==> config.mk <==
export PLATFORM = sky130hd
export DESIGN_NAME = sensor_poll_rx
export DESIGN_NICKNAME = d
export VERILOG_FILES = /design/src/rtl/sensor_poll_rx.sv
export SDC_FILE = /design/constraint.sdc
export NUM_CORES = 1
export LEC_CHECK = 0
export CELL_PAD_IN_SITES_DETAIL_PLACEMENT = 1
export CELL_PAD_IN_SITES_GLOBAL_PLACEMENT = 1
export CORE_MARGIN = 4
export CORE_UTILIZATION = 46
export CTS_CLUSTER_DIAMETER = 100
export DETAILED_ROUTE_END_ITERATION = 12
export PLACE_DENSITY_LB_ADDON = 0.1
export SYNTH_ARGS = -nofsm -noshare
export SYNTH_HDL_FRONTEND = slang
export SYNTH_SLANG_ARGS = --single-unit
==> constraint.sdc <==
create_clock -name clk80 -period 2.25 [get_ports clk80]
set_input_delay 0.225 -clock clk80 [delete_from_list [all_inputs] [get_ports clk80]]
set_output_delay 0.225 -clock clk80 [all_outputs]
set_load 0.02 [all_outputs]
==> src/rtl/sensor_poll_rx.sv <==
// Sensor polling engine: pulses the request line, parses a framed UART reply
// into buffer writes, and reports done / sync error / timeout.
module sensor_poll_rx #(
  parameter int         REQ_LEN   = 16,
  parameter int         TIMEOUT   = 16000,
  parameter logic [7:0] SYNC      = 8'h55,
  parameter int         FRAMES    = 3,
  parameter int         FRAME_LEN = 5,
  parameter int         ADDR_W    = 4
) (
  input  logic              clk80,
  input  logic              rst_n,
  input  logic              iStart,
  input  logic              iRxValid,
  input  logic [7:0]        iRxData,
  output logic              oReq,
  output logic              oWrEn,
  output logic [ADDR_W-1:0] oWrAddr,
  output logic [7:0]        oWrData,
  output logic              oBusy,
  output logic              oDone,
  output logic              oErrSync,
  output logic              oErrTimeout
);
  localparam int NB = FRAMES * FRAME_LEN;
  localparam int PW = $clog2(NB);
  localparam int SW = (FRAME_LEN > 1) ? $clog2(FRAME_LEN) : 1;
  localparam int TW = $clog2(TIMEOUT + 1);

  typedef enum logic [1:0] {IDLE, REQ, RECV} state_t;
  state_t state, state_nxt;

  logic [7:0]        req_cnt;
  logic [PW-1:0]     pos;
  logic [SW-1:0]     sub;
  logic [ADDR_W-1:0] waddr;
  logic [TW-1:0]     tcnt;

  logic              req_d, busy_d, wr_en_d, done_d, esync_d, eto_d;
  logic [ADDR_W-1:0] wr_addr_d;
  logic [7:0]        wr_data_d;

  logic pulse, req_end, at_sync, at_last, sync_bad, byte_end, t_hit;

  // A start coinciding with a completion pulse is dropped, not queued.
  assign pulse    = oDone | oErrSync | oErrTimeout;
  assign req_end  = (req_cnt == 8'(REQ_LEN - 1));
  assign at_sync  = (sub == '0);
  assign at_last  = (pos == PW'(NB - 1));
  assign sync_bad = iRxValid && at_sync && (iRxData != SYNC);
  assign byte_end = sync_bad || (iRxValid && !at_sync && at_last);
  assign t_hit    = (tcnt == TW'(TIMEOUT - 1));

  always_ff @(posedge clk80 or negedge rst_n) begin
    if (!rst_n) state <= IDLE;
    else        state <= state_nxt;
  end

  always_comb begin
    state_nxt = state;
    case (state)
      IDLE:    if (iStart && !pulse) state_nxt = REQ;
      REQ:     if (req_end) state_nxt = RECV;
      RECV:    if (byte_end || t_hit) state_nxt = IDLE;
      default: state_nxt = IDLE;
    endcase
  end

  // Byte events take priority over the timeout landing on the same cycle.
  always_comb begin
    req_d     = (state_nxt == REQ);
    busy_d    = (state_nxt != IDLE);
    wr_en_d   = 1'b0;
    wr_addr_d = '0;
    wr_data_d = '0;
    done_d    = 1'b0;
    esync_d   = 1'b0;
    eto_d     = 1'b0;
    if (state == RECV) begin
      if (iRxValid && !at_sync) begin
        wr_en_d   = 1'b1;
        wr_addr_d = waddr;
        wr_data_d = iRxData;
        done_d    = at_last;
      end
      esync_d = sync_bad;
      eto_d   = t_hit && !byte_end;
    end
  end

  always_ff @(posedge clk80 or negedge rst_n) begin
    if (!rst_n) begin
      oReq        <= 1'b0;
      oBusy       <= 1'b0;
      oWrEn       <= 1'b0;
      oWrAddr     <= '0;
      oWrData     <= '0;
      oDone       <= 1'b0;
      oErrSync    <= 1'b0;
      oErrTimeout <= 1'b0;
    end else begin
      oReq        <= req_d;
      oBusy       <= busy_d;
      oWrEn       <= wr_en_d;
      oWrAddr     <= wr_addr_d;
      oWrData     <= wr_data_d;
      oDone       <= done_d;
      oErrSync    <= esync_d;
      oErrTimeout <= eto_d;
    end
  end

  always_ff @(posedge clk80 or negedge rst_n) begin
    if (!rst_n) begin
      req_cnt <= '0;
      pos     <= '0;
      sub     <= '0;
      waddr   <= '0;
      tcnt    <= '0;
    end else begin
      case (state)
        REQ: begin
          req_cnt <= req_cnt + 8'd1;
          pos     <= '0;
          sub     <= '0;
          waddr   <= '0;
          tcnt    <= '0;
        end
        RECV: begin
          if (tcnt != TW'(TIMEOUT)) tcnt <= tcnt + TW'(1);
          if (iRxValid && !sync_bad) begin
            pos <= pos + PW'(1);
            sub <= (sub == SW'(FRAME_LEN - 1)) ? '0 : sub + SW'(1);
            if (!at_sync) waddr <= waddr + ADDR_W'(1);
          end
        end
        default: begin
          req_cnt <= '0;
          pos     <= '0;
          sub     <= '0;
          waddr   <= '0;
          tcnt    <= '0;
        end
      endcase
    end
  end
endmodule

# After elaboration in Yosys (flattened, before gate mapping)
# Index checks and enable logic that the tools add are counted.
# word_totals
latchBits	0
mem_bits_ro	0
out_inout_bits	18
register_bits	53
elab_cells	75
inputBits	12
memories	0
mem_bits_rw	0
# op_classes
multipliers	0
div_mod_pow	0
addsub	5
n_bitwise	2
n_reduce_logical	17
shifts	0
n_eq_ne	12
n_mux	25
order_cmp	0
# ops
operator	n
$mux 14	2
$mux 4	7
$mux 8	2
$pmux 8 s2	1
$add 14x1->14 const B	1
$eq 14x14->1 const B	1
$ne 14x14->1 const B	1
$mux 3	3
$add 4x1->4 const B	2
$add 8x1->8 const B	1
$eq 8x4->1 const B	1
$ne 8x7->1 const B	1
$logic_and 1x1->1	7
$mux 1	6
$mux 2	3
$pmux 2 s3	1
$eq 2x1->1 const B	2
$eq 4x4->1 const B	1
$logic_not 1->1	4
$ne 2x1->1 const B	2
$add 3x1->3 const B	1
$eq 3x3->1 const B	1
$logic_not 3->1	1
$eq 2x2->1 const B	1
other kinds (6)	8

# Depth between registers and ports, before layout
# logic_depth
word_depth	9
depth_mapped	7
depth_no_buf	6

# Worst setup path after synthesis
# No wires, ideal clock.
# synth_timing
path_type	reg-to-reg
from	reg sub[0]
to	reg pos[3]
synth_period_minus_slack_ns	1.550
path_slack_ns	0.700
path_stages_with_launch	7
path_buffers	0
t_arrival_ns	1.471
path_cell_list	dfrtp_1 -> inv_1 -> ha_1 -> nand2b_1 -> a21oi_2 -> or4_1 -> a21oi_1
# synth_between
elab_chain_cells	6
# synth_lines
element	line	rtl
from (decl)	35	logic [SW-1:0] sub;
from (signal assigned)	133	sub <= (sub == SW'(FRAME_LEN - 1)) ? '0 : sub + SW'(1);
$logic_not 3->1	48	assign at_sync = (sub == '0);
$logic_and 1x1->1 (2 in a row)	50	assign sync_bad = iRxValid && at_sync && (iRxData != SYNC);
$logic_not 1->1	131	if (iRxValid && !sync_bad) begin
$logic_and 1x1->1	131	
$ne 2x1->1 (no source line)	--	
to (signal assigned)	132	pos <= pos + PW'(1);
to (decl)	34	logic [PW-1:0] pos;
# No other way between the ends.
# A chain may end at the register's enable or synchronous reset.

# Worst setup path in the final report
# Ends and elaborated chain as after synthesis.

==> flow_summary.ini <==
[global_routing]
grt_antenna_before_repair = 0
grt_pass1_wl_um = 9170
grt_pass1_vias = 1863
grt_overflow = 0
grt_max_degree = 29
track_usage_pct = 18.3

[worst_setup_path]
crit_type = flip-flop to flip-flop
cp_top_family = simple AND/OR/NAND/NOR gates
path_cells = inv_1 -> ha_1 -> nand2b_1 -> a21oi_2 -> or4_1 -> a21oi_1
arrival_ns = 2.02
required_ns = 2.49
path_max_fanout = 9
cp_slowest_cell = or4_1
cp_num_buf_inv = 1
cp-start-kind = flip-flop
endpoint_kind = flip-flop
slowest_delay_ns = 0.49

[final_layout]
final_cell_count_no_fill = 337
fill_cells = 576
n_antenna_cell = 0
drive_gt1_share_pct = 6.74
synthToLayoutAreaGrowth_pct = 21.1
nets = 287
post-route-util_pct = 57.3

[sta]
period_share_pct = 79.1
worstMarginPinSlew_ns = 0.614
period_needed_ns = 1.78
finalHoldViolCount = 0
rsz0062_at_grt = false
relSlewSlack_pct = 59.1
setup_violations = 0
fin_skew_ns = 0.00499
drv_slew = 0
max_freq_ghz = 0.562
fin_setup_tns_ns = 0

[floorplanning]
initial_core_util_pct = 47.4
rows = 26
die_w_um = 80.5
die_h_um = 80.5
dieArea_mm2 = 0.00648
core-area_mm2 = 0.00511
ioPinCount = 30

[synthesis]
syn_avg_cell_area_um2 = 10.6
yosys_warnings = 0
synth-seq-cells = 53
yosysTopAreaCellShare_pct = 54.8
synth-edff-count = 0
ys_seq_area_share_pct = 54.8
synth_common_cells = dfrtp_1, nor2_1, nand2_1
yosysUniqueCellTypes = 38
synthesis.nets = 249
async_flop_share_pct = 100
yosys-top-cells-area = dfrtp_1, ha_1, xnor2_1, xor2_1, nand3_1
synthCells = 229
syn_area_mm2 = 0.00242
synth.most_common_cell = dfrtp_1
synth_top_area_cell = dfrtp_1
ys.flop_type = dfrtp_1

[placement]
io_buffers = 29
dp_cells = 329
gp_congestion = 0.726
post-dp-hpwl_um = 3840

[clock_network]
cts_resized = 0
cts_max_path_buffers = 2
clk_pin_slew_ns = 0.09
numCtsBuffers = 5
htreeDepth = 2
cts_sinks = 53
cts_root_buffer = clkbuf_8
post_cts_buffers = 0
cts_tree = built
clk_latency_ns = 0.30

[job]
max_cap_violations = 0

[power]
p_int_w = 0.00140
pwr-share-comb_pct = 15.1
sw_frac_of_total_pct = 27.4
cellLeakagePower_nw = 1.23
vdd_drop_max_mv = 0.456
clkPwrFrac_pct = 27.9
pwr_density_cell_mw_per_mm2 = 660
power.switching_w = 0.000529
p_seq_share_pct = 56.9

[routing]
first_pass_iters = 4
final_antenna_net_count = 0
drt_iter0_drc = 79
drc = 0
wl_per_cell_um = 15.4
viasPerCell = 5.22
vias = 1759
wl_um = 5200

[hold_path]
hp-class = input port to async pin

[status]
status = complete, no violations
## sequential cells by signal, summed over array words and instances (netlist names)
register     cells
oErrTimeout      1
oDone            1
req_cnt          8
waddr            4
state            2
oErrSync         1
sub              3
oReq             1
oWrData          8
oWrEn            1
tcnt            14
pos              4
oBusy            1
oWrAddr          4
## metal layers
layer / share of wire [%] / GRT usage (%) / wire length (µm)
met5: 0 / 0 / 0
met4: 1.0 / 4.05 / 52
met3: 2.9 / 3.59 / 151
met2: 50 / 31.7 / 2630
met1: 46 / 23.7 / 2370
## logic make-up (layout without fill, tap and decap cells)
kind of cell               after synthesis  in the layout  share of synthesized area (%)
AOI/OAI and AO/OA                       33             33                           7.81
xor gates and xnor gates                20             20                           7.24
adders and majority gates                8              8                           4.14
buffers and inverters                   13             51                           2.12
DFF                                     53             53                           54.8
muxes                                    1              1                          0.414
and+or+nand+nor                        101            101                           23.4
## repair_timing
| action | 4_1_cts | 5_1_grt |
|---|---|---|
| hold endpoints to repair | 25 | 0 |
| hold buffers | 1 | 0 |
| setup endpoints to repair | 0 | 0 |
## stage by stage
step | area [µm²] | total power [W] | setup slack, ns | hold WS [ns]
after detailed placement | 2830 | 0.00142 | 0.435 | 0.273
final | 2930 | 0.00193 | 0.469 | 0.461
after global routing | 2930 | 0.00206 | 0.354 | 0.492
after floorplan | 2420 | 0.00128 | 0.700 | -0.0706
after CTS | 2930 | 0.00196 | 0.464 | 0.475
after global placement | 2830 | 0.00140 | 0.462 | 0.265
## path summary, 6_finish.rpt
path,startpoint,end,slack (ns),cells past startpoint
min reg2reg,req_cnt[1]$_DFFE_PN0N_,req_cnt[1]$_DFFE_PN0N_,0.52,2
max,sub[0]$_DFFE_PN0P_,pos[3]$_DFFE_PN0P_,0.47,6
max in group asynchronous,rst_n,oWrData[5]$_DFF_PN0_,1.23,3
max reg2reg,sub[0]$_DFFE_PN0P_,pos[3]$_DFFE_PN0P_,0.47,6
min,rst_n,oWrData[2]$_DFF_PN0_,0.46,2
min in group clk80,iRxData[5],oWrData[5]$_DFF_PN0_,0.50,2
## power groups by stage
stage,combinational [W],clock [W],sequential [W]
finish,0.000292,0.000540,0.00110
global route,0.000347,0.000599,0.00111
CTS,0.000301,0.000558,0.00110
detailed placement,0.000297,0,0.00112
global placement,0.000283,0,0.00112
floorplan,0.000155,0,0.00112
## cell usage in the layout, fill, tap and decap left out, types with 3 or more instances in the layout
master,synthesis,final
and2_1,12,12
o21ai_0,12,12
a21oi_1,13,13
buf_4,0,5
nand2_1,17,17
clkbuf_8,0,6
and3_1,5,5
nand3_1,16,16
xor2_1,10,10
nand2b_1,4,4
xnor2_1,10,10
dfrtp_1,53,53
inv_1,8,8
clkdlybuf4s50_1,0,28
nor4_1,6,6
nor3_1,4,4
ha_1,8,8
nor2_1,18,18
nand4_1,3,3
## area by class of cell
type	count	area (µm²)	area share, %
clock buffers	6	82.6	2.82
well taps	70	87.6	2.99
repair buffers	36	353	12.1
inverters	8	30.0	1.03
clock inverters	1	7.51	0.256
multi-input cells	163	1040	35.6
flip-flops and latches	53	1330	45.3
Note: power is estimated with default switching activity, not from simulation.
